==> src/rtl/ngc_fifo_unpacker_pkg.sv <==
// Shared types and sizing helpers for the FIFO word unpacker.
// Imported by the unpacker top.
package ngc_fifo_unpacker_pkg;

  typedef enum logic {
    IDLE = 1'b0,
    RUN  = 1'b1
  } unpack_state_t;

  function automatic int unpack_ratio(
    input int dw,
    input int ow
  );
    return dw / ow;
  endfunction

  function automatic int unpack_cnt_w(input int ratio);
    return (ratio > 1) ? $clog2(ratio) : 1;
  endfunction

endpackage

==> src/rtl/ngc_fifo_unpacker.sv <==
// Pops wide FIFO words and emits them as narrow valid/ready beats,
// with a one-word prefetch buffer covering the FIFO read latency.
module ngc_fifo_unpacker
  import ngc_fifo_unpacker_pkg::*;
#(
  parameter int DATA_WIDTH = 32,
  parameter int OUT_WIDTH  = 8,
  parameter bit MSB_FIRST  = 1'b0
) (
  input  logic                  clk,
  input  logic                  rst,
  output logic                  fifo_pop,
  input  logic [DATA_WIDTH-1:0] fifo_dout,
  input  logic                  fifo_empty,
  output logic                  m_valid,
  input  logic                  m_ready,
  output logic [OUT_WIDTH-1:0]  m_data,
  output logic                  m_last,
  output logic                  busy
);

  localparam int RATIO = unpack_ratio(DATA_WIDTH, OUT_WIDTH);
  localparam int CW    = unpack_cnt_w(RATIO);
  localparam logic [CW-1:0] LAST = CW'(RATIO - 1);

  if (RATIO < 2 || RATIO * OUT_WIDTH != DATA_WIDTH) begin : g_bad_ratio
    $error("DATA_WIDTH/OUT_WIDTH must be an integer >= 2");
  end

  unpack_state_t         state_q;
  logic [DATA_WIDTH-1:0] sr_q;
  logic [DATA_WIDTH-1:0] nxt_q;
  logic [CW-1:0]         cnt_q;
  logic                  pending_q;
  logic                  nxt_valid_q;

  logic                  hs;
  logic                  frees;
  int                    sel;
  logic [DATA_WIDTH-1:0] shifted;

  assign fifo_pop = !rst && !fifo_empty
                 && !pending_q && !nxt_valid_q;

  assign m_valid = (state_q == RUN);
  assign m_last  = (cnt_q == LAST);
  assign busy    = pending_q | nxt_valid_q | m_valid;

  assign hs    = m_valid && m_ready;
  assign frees = (state_q == IDLE) || (hs && m_last);

  always_comb begin
    sel     = 0;
    shifted = '0;
    if (MSB_FIRST) begin
      sel = RATIO - 1 - int'(cnt_q);
    end else begin
      sel = int'(cnt_q);
    end
    shifted = sr_q >> (sel * OUT_WIDTH);
  end

  assign m_data = shifted[OUT_WIDTH-1:0];

  always_ff @(posedge clk) begin
    if (rst) begin
      state_q     <= IDLE;
      sr_q        <= '0;
      nxt_q       <= '0;
      cnt_q       <= '0;
      pending_q   <= 1'b0;
      nxt_valid_q <= 1'b0;
    end else begin
      pending_q <= fifo_pop;
      if (frees) begin
        if (nxt_valid_q) begin
          sr_q    <= nxt_q;
          cnt_q   <= '0;
          state_q <= RUN;
          if (pending_q) begin
            nxt_q <= fifo_dout;
          end else begin
            nxt_valid_q <= 1'b0;
          end
        end else if (pending_q) begin
          // bypass: word arrives straight into the active register
          sr_q    <= fifo_dout;
          cnt_q   <= '0;
          state_q <= RUN;
        end else begin
          state_q <= IDLE;
          if (hs) begin
            cnt_q <= '0;
          end
        end
      end else begin
        if (hs) begin
          cnt_q <= cnt_q + CW'(1);
        end
        if (pending_q) begin
          nxt_q       <= fifo_dout;
          nxt_valid_q <= 1'b1;
        end
      end
    end
  end

endmodule
==> config.mk <==
export PLATFORM = sky130hd
export DESIGN_NAME = ngc_fifo_unpacker
export DESIGN_NICKNAME = d
export VERILOG_FILES = /design/src/rtl/ngc_fifo_unpacker_pkg.sv /design/src/rtl/ngc_fifo_unpacker.sv
export SDC_FILE = /design/constraint.sdc
export NUM_CORES = 1
export LEC_CHECK = 0
export ABC_AREA = 1
export BUFFER_PORTS_ARGS = -buffer_cell sky130_fd_sc_hd__buf_2
export CAP_MARGIN = 10
export CORE_ASPECT_RATIO = 1.2
export CORE_MARGIN = 2
export CORE_UTILIZATION = 61
export DETAILED_ROUTE_END_ITERATION = 7
export PLACE_DENSITY = 0.91
export SYNTH_ARGS = -nofsm -noshare
export SYNTH_HDL_FRONTEND = slang
export SYNTH_SLANG_ARGS = --single-unit
export TNS_END_PERCENT = 50
==> constraint.sdc <==
create_clock -name clk -period 3.5 [get_ports clk]
set_input_delay 0.175 -clock clk [delete_from_list [all_inputs] [get_ports clk]]
set_output_delay 0.175 -clock clk [all_outputs]
set_load 0.02 [all_outputs]
Yosys cells after proc, flatten, opt, wreduce, memory -nomap -nowiden
Index checks and enable logic that the tools add are counted.
{"block": "op_classes", "add_sub_neg": 1, "eq_ne": 2, "shifts": 1, "mux": 15, "n_bitwise": 3, "n_reduce_logical": 16}
{"cell": "two-way mux 32 bit", "count": 5}
{"cell": ">> shifter 32 x 5 -> 8 bit", "count": 1}
{"cell": "two-way mux 2 bit", "count": 5}
{"cell": "nonzero test 2 bit", "count": 3}
{"cell": "logical AND 1 bit", "count": 5}
{"cell": "two-way mux 1 bit", "count": 5}
{"cell": "zero test 1 bit", "count": 4}
{"cell": "AND reduction 2 bit", "count": 2}
{"cell": "nonzero test 3 bit", "count": 1}
{"cell": "adder 2 x 1 -> 2 bit (second input constant)", "count": 1}
{"cell": "== test 2 bit (second input constant)", "count": 1}
{"cell": "inequality test 2 bit (second input constant)", "count": 1}
{"cell": "bitwise OR 1 bit", "count": 2}
{"cell": "logical OR 1 bit", "count": 1}
{"cell": "NOT 1 bit", "count": 1}
{"block": "word_totals", "ff_bits": 69, "input_bits": 36}

Longest topological paths before layout
{"block": "logic_depth", "depth_word": 5, "depth_mapped": 9, "mapped_depth_nobuf": 7}

Least setup slack after synthesis
No wires, ideal clock.
{"block": "synth_timing", "kind": "flip-flop to flip-flop", "from": "reg cnt_q[0]", "to": "reg nxt_q[12]", "t_arrival_ns": 1.389, "required_time_ns": 3.385, "path_slack_ns": 1.996, "path_stages_with_launch": 9, "n_path_buf": 2, "period_less_slack_ns": 1.504, "path_cell_list": "dfxtp_1 ha_1 nand2_1 nand2_2 nand2_1 buf_6 buf_4 a21oi_1 nor2_1"}
{"block": "synth_between", "elab_chain_cells": 4}
{"element": "start: declaration", "line": "ngc_fifo_unpacker.sv:33", "source": "logic [CW-1:0] cnt_q;"}
{"element": "start signal: assignment", "line": "ngc_fifo_unpacker.sv:98", "source": "cnt_q <= cnt_q + CW'(1);"}
{"element": "== test 2 bit (*)", "line": "ngc_fifo_unpacker.sv:46", "source": "assign m_last = (cnt_q == LAST);"}
{"element": "net m_last", "line": "ngc_fifo_unpacker.sv:18", "source": "output logic m_last,"}
{"element": "logical AND 1 bit (*)", "line": "ngc_fifo_unpacker.sv:50", "source": "assign frees = (state_q == IDLE) || (hs && m_last);"}
{"element": "logical OR 1 bit (*)", "line": "ngc_fifo_unpacker.sv:50"}
{"element": "inequality test 2 bit (no line) / two-way mux 32 bit (equally long branches)"}
{"element": "end signal: assignment", "line": "ngc_fifo_unpacker.sv:81", "source": "nxt_q <= fifo_dout;"}
{"element": "end signal: assignment", "line": "ngc_fifo_unpacker.sv:101", "source": "nxt_q <= fifo_dout;"}
{"element": "end: declaration", "line": "ngc_fifo_unpacker.sv:32", "source": "logic [DATA_WIDTH-1:0] nxt_q;"}
The timed path passes the listed nets; every way through them passes the cells marked *.
A chain may end at the register's enable or synchronous reset.

Final worst setup path
{"block": "layout_timing", "from": "reg cnt_q[0]", "to": "reg nxt_q[18]"}
{"block": "layout_between", "elab_chain_cells": 4}
{"element": "== test 2 bit (*)", "line": "ngc_fifo_unpacker.sv:46"}
{"element": "logical AND 1 bit (*)", "line": "ngc_fifo_unpacker.sv:50"}
{"element": "logical OR 1 bit (*)", "line": "ngc_fifo_unpacker.sv:50"}
{"element": "inequality test 2 bit (no line) / two-way mux 32 bit (equally long branches)"}
Mark *: on every way between the ends. The rest lies on a longest branch, timed or not.

==> qor.csv <==
metric;value;unit
area of the multi-input gates;0.001594;mm²
Top delay family on crit path;simple AND/OR/NAND/NOR gates;
Antenna Violating Nets Remaining;0;
status;completed;
GRT Util Overall;25.27;%
Net Count, Synth;539;
P per Cell Area;493.2;mW/mm²
Area Overhead vs Synth;9.947;%
global-route wire length before repair;12.41;mm
htree depth;3;
# rows;29;
Slew @ Worst Pin;1.116;ns
Mean Syn Cell Area;6.640;µm²
# clock sinks;69;
worst-path fanout max;65;
Clk network pwr share;33.3;%
first-pass detailed-route iteration total;5;
VDD IR max;0.2666;mV
fin crit share;75.69;%
combinational power share;18.7;%
wire per inst;12.53;µm
core area;0.005298;mm²
Crit path largest cell delay;0.81;ns
Area after DPL;0.003475;mm²
synthesized area;0.003333;mm²
max frequency;377.5;MHz
Root Driver;clkbuf_8;
Cells after DPL;575;
NumNets Final;562;
Cells after Synth;502;
CP cell instances;buf_4, ha_1, nand2_1, nand2_2, buf_4, nand2_2, nand3_1, nand2_1, nor2_1;
Post-Route Utilization;69.18;%
clock skew;0.01219;ns
Crit. End Element;register;
drt drc;0;
Crit Path Category;register to register;
P_sw;0.5357;mW
leak pwr;1.578;nW
Finished Cell Area;0.003665;mm²
Die Y;84.98;µm
fraction of layout instances using a drive strength above 1;13.80;%
global routing met1 resource utilization;29.71;%
final hold violation count;0;
critical path startpoint category;register;
Via-to-Cell Ratio;5.569;
CTS max path bufs;2;
fin. max-slew vios;0;
total gr overflow;0;
setup bufs post-CTS;0;
Port Buffers;47;
I/O pin count;48;
Rel. slew slack;25.31;%
# fillers;442;
Max stage delay cell, worst path;nand2_2;
GRT busiest layer;met2;
Synth cell types;19;
Ant. Diodes;0;
Critical Path RT;3.74;ns
final hold slack;0.04254;ns
vias in the first global route;3055;
CTS buffer count;9;
area of the die;0.006074;mm²
clock-pin slew on the worst setup and hold paths;0.07;ns
sequential-to-total area share from yosys stat;41.44;%
Worst Path Arrival;2.89;ns
Chip Width;71.48;µm
initial antenna violation count;0;
RePlAce Congestion;1.050;
CTS tree;yes;
setup_tns;0;ns
DRT iter0 DRCs;283;
GRT met2 Usage;41.92;%
register area;0.001384;mm²
via count;3291;
drt total wl;7.406;mm
#FFs+latches synth;69;
Reg power frac;48.0;%
MaxCap Viol Count;0;
Buf+Inv Stages, Crit Path;2;
Starting Density;62.92;%
worst skew pair latency;0.34;ns
DPL Wire Length;4.736;mm
min cycle time layout;2.649;ns
Final Setup Violations;0;
GR met3 Demand/Resource;7.838;%
Hold Path Class;input pin to register;
largest net degree at the start of global routing;67;
internal power;1.272;mW
RSZ-0062 raised after global routing;false;
Post-Layout Cell Count;591;
switching share of power;29.64;%
Yosys warning total;0;
-- worst reg2reg max path, cell delays in order, from the launching register on --
cell	delay, ns
dfxtp_1	0.30
buf_4	0.18
ha_1	0.23
nand2_1	0.14
nand2_2	0.21
buf_4	0.28
nand2_2	0.81
nand3_1	0.23
nand2_1	0.12
nor2_1	0.04
-- worst paths after layout --
path	startpoint	endpoint	slack (ns)	depth (start not counted)
worst min register to register	sr_q[9]$_SDFFE_PP0P_	sr_q[9]$_SDFFE_PP0P_	0.48	2
worst min-delay path	rst	pending_q$_SDFF_PP0_	0.04	2
worst max register to register	cnt_q[0]$_SDFFE_PP0P_	nxt_q[18]$_SDFFE_PP0P_	0.85	9
worst max-delay path	cnt_q[0]$_SDFFE_PP0P_	nxt_q[18]$_SDFFE_PP0P_	0.85	9
-- logic make-up (layout without fill, tap and decap cells) --
kind of cell | Yosys count | after routing | synth area share [%]
AO/OA/AOI/OAI | 155 | 155 | 23.57
adder cells (fa/ha/maj) | 1 | 1 | 0.3753
buffers and inverters | 80 | 107 | 10.81
flip-flops | 69 | 69 | 41.44
AND/OR/NAND/NOR | 197 | 197 | 23.80
-- sequential cells by signal, indices dropped and copies added, names as in the netlist --
| name | count |
|---|---|
| cnt_q | 2 |
| m_valid | 1 |
| nxt_q | 32 |
| nxt_valid_q | 1 |
| pending_q | 1 |
| sr_q | 32 |
-- stage by stage --
stage	power, mW	setup WS [ns]
2_1_floorplan	1.135	1.996
3_3_place_gp	1.205	1.055
3_5_place_dp	1.215	0.9165
4_1_cts	1.815	0.9248
5_1_grt	1.897	0.6649
6_report	1.807	0.8508
-- cells in the mapped netlist --
| library cell | count | share of area, % |
|---|---|---|
| nor2_1 | 85 | 9.6 |
| o21ai_0 | 72 | 11 |
| nand2_1 | 71 | 8.0 |
| dfxtp_1 | 69 | 41 |
| a21oi_1 | 67 | 10 |
| inv_1 | 37 | 4.2 |
| nand3_1 | 37 | 5.6 |
| clkbuf_1 | 13 | 1.5 |
| buf_2 | 12 | 1.8 |
| buf_1 | 9 | 1.0 |
| o21ai_1 | 8 | 1.2 |
| o22ai_1 | 8 | 1.5 |
| buf_6 | 5 | 1.7 |
| buf_4 | 2 | 0.45 |
| inv_2 | 2 | 0.23 |
| nor3_1 | 2 | 0.30 |
| ha_1 | 1 | 0.38 |
| nand2_2 | 1 | 0.19 |
| nor2_2 | 1 | 0.19 |
-- power by group through the flow --
stage | Combinational (mW) | Clock (mW) | Sequential [mW]
6_report | 0.338 | 0.602 | 0.867
2_1_floorplan | 0.261 | 0 | 0.874
5_1_grt | 0.377 | 0.649 | 0.872
3_5_place_dp | 0.332 | 0 | 0.883
3_3_place_gp | 0.323 | 0 | 0.882
4_1_cts | 0.335 | 0.614 | 0.866
-- timing repair --
item	4_1_cts	5_1_grt
hold buffers	1	0
hold endpoints to repair	1	0
gates resized for setup	0	0
-- routing by layer --
layer	vias to the layer above	part of all wire, %
met4	0	1.8
met3	15	5.5
met5	-	0
met2	93	48
li1	1690	-
met1	1493	44
-- final cells by class --
class,instances,area share [%]
Clock buffer,10,3.482
Timing Repair Buffer,53,7.716
Tap cell,62,2.117
Clock inverter,5,1.434
Multi-Input combinational cell,353,43.50
Inverter,39,3.995
Sequential cell,69,37.76
-- cell usage in the layout (no fill, tap or decap), types with 8 or more instances in the layout --
cell type and instances:
nor2_1 85, o21ai_0 72, nand2_1 70, a21oi_1 67, dfxtp_1 67, buf_2 47
inv_1 37, nand3_1 37, clkbuf_8 9, o22ai_1 8, o21ai_1 8
(Power assumes the default switching activity.)
